===== src/rtl/pipeline_hazard_ctrl.sv =====
// pipeline_hazard_ctrl: central hazard sequencer for the 5-stage MIPS pipeline.
// Each cycle it decides which pipeline registers advance, which stages take a
// bubble or a flush, and whether the PC updates. It covers icache/dcache hit
// latching, load-use stalls, redirects resolved in MEM and the halt drain.
//
// Optional build macro: HAZARD_PERF_CNT_EN adds the cyc_cnt, stall_cnt and
// flush_cnt performance counter outputs. The default build omits them.
module pipeline_hazard_ctrl #(
  parameter int unsigned REG_W       = 5,
  parameter int unsigned MEMWAIT_MAX = 255  // 0 disables the timeout flag
) (
  input  logic             CLK,
  input  logic             nRST,
  input  logic             ihit,
  input  logic             dhit,
  input  logic [REG_W-1:0] id_rs,
  input  logic [REG_W-1:0] id_rt,
  input  logic             ex_dren,
  input  logic [REG_W-1:0] ex_rt,
  input  logic             mem_dren,
  input  logic             mem_dwen,
  input  logic             mem_redirect,
  input  logic             wb_halt,
  output logic             pc_en,
  output logic             pc_redirect,
  output logic             ifid_en,
  output logic             idex_en,
  output logic             exmem_en,
  output logic             memwb_en,
  output logic             ifid_flush,
  output logic             idex_flush,
  output logic             exmem_flush,
  output logic             imemREN,
  output logic             dmem_req,
  output logic             halt,
  output logic             memwait_timeout
`ifdef HAZARD_PERF_CNT_EN
  ,
  output logic [31:0]      cyc_cnt,
  output logic [31:0]      stall_cnt,
  output logic [15:0]      flush_cnt
`endif
);

  typedef enum logic [1:0] {
    ST_RUN     = 2'd0,
    ST_MEMWAIT = 2'd1,
    ST_HALTED  = 2'd2
  } state_t;

  state_t     state, state_nxt;
  logic       ihit_seen, dhit_seen;
  logic [7:0] wait_cnt, wait_cnt_nxt;

  logic mem_req;
  logic i_ok, d_ok, advance;
  logic load_use;

  // A hit that arrives while the other cache is still busy is remembered until
  // the pipeline actually advances, so neither response is lost.
  assign mem_req  = mem_dren | mem_dwen;
  assign i_ok     = ihit | ihit_seen;
  assign d_ok     = !mem_req | dhit | dhit_seen;
  assign advance  = i_ok & d_ok;

  // Only a load in ID/EX can hazard; stores never do, and register $0 never
  // carries a dependency.
  assign load_use = ex_dren && (ex_rt != '0) && ((ex_rt == id_rs) || (ex_rt == id_rt));

  // Wait-cycle counter saturates at 8 bits so a stuck dcache cannot wrap it.
  assign wait_cnt_nxt = (wait_cnt == 8'hFF) ? wait_cnt : wait_cnt + 8'd1;

  // Next-state and per-cycle control decode, highest priority first:
  // halt, memory stall, redirect, load-use, normal advance.
  always_comb begin
    // NOTE: every output and next-state term gets a default before any branch;
    // a path that skips an assignment would otherwise infer a latch.
    state_nxt   = state;
    pc_en       = 1'b0;
    pc_redirect = 1'b0;
    ifid_en     = 1'b0;
    idex_en     = 1'b0;
    exmem_en    = 1'b0;
    memwb_en    = 1'b0;
    ifid_flush  = 1'b0;
    idex_flush  = 1'b0;
    exmem_flush = 1'b0;
    imemREN     = 1'b1;
    dmem_req    = 1'b0;
    halt        = 1'b0;

    if (!nRST) begin
      // While reset is held, present the quiescent reset values regardless of
      // whatever state the register still holds before the edge.
      state_nxt = ST_RUN;
    end else begin
      case (state)
        ST_HALTED: begin
          imemREN = 1'b0;
          halt    = 1'b1;
        end

        ST_RUN, ST_MEMWAIT: begin
          // The request stays up for the whole wait; in RUN it drops once the
          // dcache response has been latched.
          dmem_req = (state == ST_MEMWAIT) ? 1'b1 : (mem_req & !dhit_seen);

          if (wb_halt) begin
            state_nxt = ST_HALTED;
          end else if (!advance) begin
            state_nxt = (mem_req && !d_ok) ? ST_MEMWAIT : ST_RUN;
          end else begin
            state_nxt = ST_RUN;
            if (mem_redirect) begin
              // Squash the three younger instructions and load the branch
              // target; a coincident load-use belongs to a squashed slot.
              pc_en       = 1'b1;
              pc_redirect = 1'b1;
              ifid_en     = 1'b1;
              idex_en     = 1'b1;
              exmem_en    = 1'b1;
              memwb_en    = 1'b1;
              ifid_flush  = 1'b1;
              idex_flush  = 1'b1;
              exmem_flush = 1'b1;
            end else if (load_use) begin
              // Hold PC and IF/ID, inject one bubble into ID/EX, let the
              // older instructions (including the load) move on.
              idex_en     = 1'b1;
              idex_flush  = 1'b1;
              exmem_en    = 1'b1;
              memwb_en    = 1'b1;
            end else begin
              pc_en       = 1'b1;
              ifid_en     = 1'b1;
              idex_en     = 1'b1;
              exmem_en    = 1'b1;
              memwb_en    = 1'b1;
            end
          end
        end

        default: begin
          state_nxt = ST_RUN;
        end
      endcase
    end
  end

  // State register and hit latches; synchronous active-low reset.
  always_ff @(posedge CLK) begin
    // NOTE: sequential state uses non-blocking assignments so every register
    // samples the pre-edge values regardless of statement order.
    if (!nRST) begin
      state     <= ST_RUN;
      ihit_seen <= 1'b0;
      dhit_seen <= 1'b0;
    end else begin
      state <= state_nxt;
      if (state == ST_HALTED || advance) begin
        // Halted ignores cache traffic; an advance consumes both hits
        // (including a redirect, which discards the stale fetch).
        ihit_seen <= 1'b0;
        dhit_seen <= 1'b0;
      end else begin
        if (ihit)
          ihit_seen <= 1'b1;
        if (dhit && mem_req)
          dhit_seen <= 1'b1;
      end
    end
  end

  // Dcache wait counter and sticky timeout flag; the wait itself continues
  // after the flag is raised.
  always_ff @(posedge CLK) begin
    // NOTE: every control register here is explicitly reset; there is no
    // storage array whose contents could be left uninitialised.
    if (!nRST) begin
      wait_cnt        <= 8'd0;
      memwait_timeout <= 1'b0;
    end else if (state == ST_MEMWAIT) begin
      wait_cnt <= wait_cnt_nxt;
      if ((MEMWAIT_MAX != 0) && (32'(wait_cnt_nxt) >= MEMWAIT_MAX))
        memwait_timeout <= 1'b1;
    end else begin
      wait_cnt <= 8'd0;
    end
  end

`ifdef HAZARD_PERF_CNT_EN
  // Performance counters: live cycles, PC-stalled cycles and redirects.
  // All wrap naturally at their width and freeze while halted.
  always_ff @(posedge CLK) begin
    if (!nRST) begin
      cyc_cnt   <= 32'd0;
      stall_cnt <= 32'd0;
      flush_cnt <= 16'd0;
    end else if (state != ST_HALTED) begin
      cyc_cnt <= cyc_cnt + 32'd1;
      if (!pc_en)
        stall_cnt <= stall_cnt + 32'd1;
      if (pc_redirect)
        flush_cnt <= flush_cnt + 16'd1;
    end
  end
`endif

endmodule


===== config.mk =====
export PLATFORM = sky130hd
export DESIGN_NAME = pipeline_hazard_ctrl
export DESIGN_NICKNAME = d
export VERILOG_FILES = /design/src/rtl/pipeline_hazard_ctrl.sv
export SDC_FILE = /design/constraint.sdc
export NUM_CORES = 1
export LEC_CHECK = 0
export ABC_AREA = 1
export CORE_MARGIN = 4
export CORE_UTILIZATION = 37
export CTS_BUF_LIST = sky130_fd_sc_hd__clkbuf_8
export CTS_CLUSTER_DIAMETER = 100
export DETAILED_ROUTE_END_ITERATION = 10
export MAX_ROUTING_LAYER = met4
export PLACE_DENSITY = 0.7
export RECOVER_POWER = 100
export SYNTH_ARGS = -nofsm -noshare
export SYNTH_HDL_FRONTEND = slang
export SYNTH_SLANG_ARGS = --single-unit

===== constraint.sdc =====
create_clock -name CLK -period 1.6 [get_ports CLK]
set_clock_uncertainty 0.05 [all_clocks]
set_input_delay 0.4 -clock CLK [delete_from_list [all_inputs] [get_ports CLK]]
set_output_delay 0.4 -clock CLK [all_outputs]
set_load 0.03 [all_outputs]

==> impl_metrics.ini <==
[floorplanning]
fp.dieW_um = 57.3
core.rowCount = 17
core_area_um2 = 2250
die-area_um2 = 3280
die_y_um = 57.3
ios = 37
start_util_pct = 39.8

[status]
status = finished with violations
violations = negative setup slack

[cells_and_area]
post-route-cell-area_um2 = 1520
final_util_pct = 67.2
area_growth_syn_to_layout_pct = 68.7
diodes = 0
layout-drive-gt1-share_pct = 39.1
nets = 218

[power_and_ir_drop]
p_per_area_nw_per_um2 = 574
leakage_nw = 0.722
power_mw = 0.869
peakVddDrop_v = 0.000715

[setup_path]
worstPathArrival_ps = 1420
cpLargestDelayFamily = simple AND/OR/NAND/NOR gates
crit_path_start_kind = input port
end_kind = output port
crit_buf_inv = 2
required_ps = 1150
critical_path_class = input port to output port
path_max_fanout = 2
cp_slowest_cell = clkdlybuf4s15_2
worstPathCellList = clkdlybuf4s15_2, xor2_1, nor2_1, nand3_1, nand2_1, nand3_2, nand2_2, nand2_4, buf_6
max_stage_delay_ps = 180

[global_route]
grt_first_pass_wirelength_um = 4320
grt_overflow_total = 0
grt_use_total_pct = 16.9
grt_antenna_before_repair = 0
grt_max_degree = 9
grt_pass1_vias = 996

[clock_tree]
htreeDepth = 1
clock_sink_count = 13
cts_tree = yes
clk_latency_ps = 240
cts_root_buf = clkbuf_8
hold_buffers = 0
clk_path_buf_depth = 2
cts-buffers-inserted = 3
path_clk_slew_ps = 60

[synth]
ys_ff_latch = 13
synth-seq-area-share_pct = 29.0
yosysTopAreaCellShare_pct = 29.0
ys_types = 21
synth_nets = 164
synth.avg_cell_area_um2 = 6.46
yosysTopAreaCell = dfxtp_1
synth_area_um2 = 898
synth_warnings = 0
synth_cells = 139
yosys-top-cells-area = dfxtp_1, nand2_1, nor2_1

[sta]
fin_tns_setup_ps = -2050
hold_violations = 0
finalCritPeriodShare_pct = 117
maxSlewViolCount = 0
tightest_slew_ps = 308
min_period_ps = 1870
finalSetupViolCount = 10
timing.fmax_mhz = 536
rsz0062_at_grt = true
whs_ps = 419
slew_headroom_pct = 79.6
fin_ws_ps = -267

[drt]
ant_nets = 0
viasPerCell = 4.74
routed_wl_um = 2620
wl_per_cell_um = 11.9
dr.pass1.iters = 4
vias = 1043
drtIter0Drc = 22
drc = 0

[placed_design]
port_buffers = 36
placed_cell_area_um2 = 1360
hpwl_um = 1980
place.gp.congestion = 0.872

[min_path]
hp-class = flip-flop to flip-flop

[run]
maxCapViolCount = 0
final cells by class:
class                           instances  area [µm²]
Timing Repair Buffer                   54         473
Fill cell                             210         739
Multi-Input combinational cell        102         624
Tap cell                               28        35.0
Clock inverter                          1        3.75
Inverter                               19        73.8
Clock buffer                            3        41.3
Sequential cell                        13         264
report_power, final:
group          switching [mW]  total, mW  leakage [nW]  internal, mW
clock                   0.114      0.284        0.0269         0.169
sequential            0.00505      0.337         0.107         0.332
combinational           0.120      0.249         0.588         0.129
total                   0.239      0.869         0.722         0.630
logic make-up after synthesis:
group,synth area share [%]
compound gates,8.50
xor+xnor,10.7
fa+ha+maj,1.39
buf+inv,12.1
flops,29.0
simple gates,38.3
cell usage in the layout, fill, tap and decap left out, drive strengths merged:
cell type      Yosys  routed
a21oi             10      10
buf                5      40
clkbuf             0       3
clkdlybuf4s15      0       7
clkdlybuf4s50      0       2
dfxtp             13      13
dlygate4sd2        0       5
ha                 1       1
inv               19      20
nand2             33      33
nand3             15      15
nand4              1       1
nor2              22      22
nor3               4       4
o21ai              3       3
o21bai             1       1
or2                1       1
xnor2              3       3
xor2               8       8
timing repair:
action | 4_1_cts | 5_1_grt
setup endpoints to repair | 13 | 12
gates resized for setup | 90 | 10
pin swaps | 21 | 5
buffers inserted | 5 | 1
Yosys cell counts:
cell / n
xnor2_1: 3
or2_2: 1
dfxtp_1: 13
nor2_4: 1
ha_1: 1
a21oi_1: 9
nor2_1: 20
nor3_1: 3
nand4_1: 1
a21oi_2: 1
inv_1: 19
nand2_1: 33
xor2_1: 8
o21ai_1: 2
nor3_2: 1
nand3_1: 12
o21bai_1: 1
o21ai_0: 1
nand3_2: 3
nor2_2: 1
buf_4: 5
metrics by stage:
stage               instances  worst slack, ps
floorplan                 139             -472
global placement          211             -707
detailed placement        211             -712
CTS                       219             -266
global route              220             -359
finish                    220             -267
tightest hold or removal path: stages (launching register included):
cell     delay, ps
dfxtp_1        310
inv_1           70
a21oi_2         50
per-layer routing:
metal / vias to the layer above / track usage (%) / share of wire, %
met4: 0 / 1.99 / 0.38
met2: 38 / 29.5 / 51
met3: 2 / 4.30 / 6.2
met1: 466 / 20.1 / 42
met5: - / - / 0
li1: 537 / - / -
sequential cells by signal (all words and copies together), names as in the netlist:
signal and flops:
ihit_seen 1, state 2, memwait_timeout 1, dhit_seen 1
wait_cnt 8
path summary, 6_finish.rpt:
kind / startpoint / to / slack [ps] / depth (start not counted)
max: id_rs[3] / pc_en / -270 / 9
max reg2reg: wait_cnt[1] / memwait_timeout / 160 / 9
min: memwait_timeout / memwait_timeout / 420 / 2
min reg2reg: memwait_timeout / memwait_timeout / 420 / 2
Power figures use the tool's default switching activity.
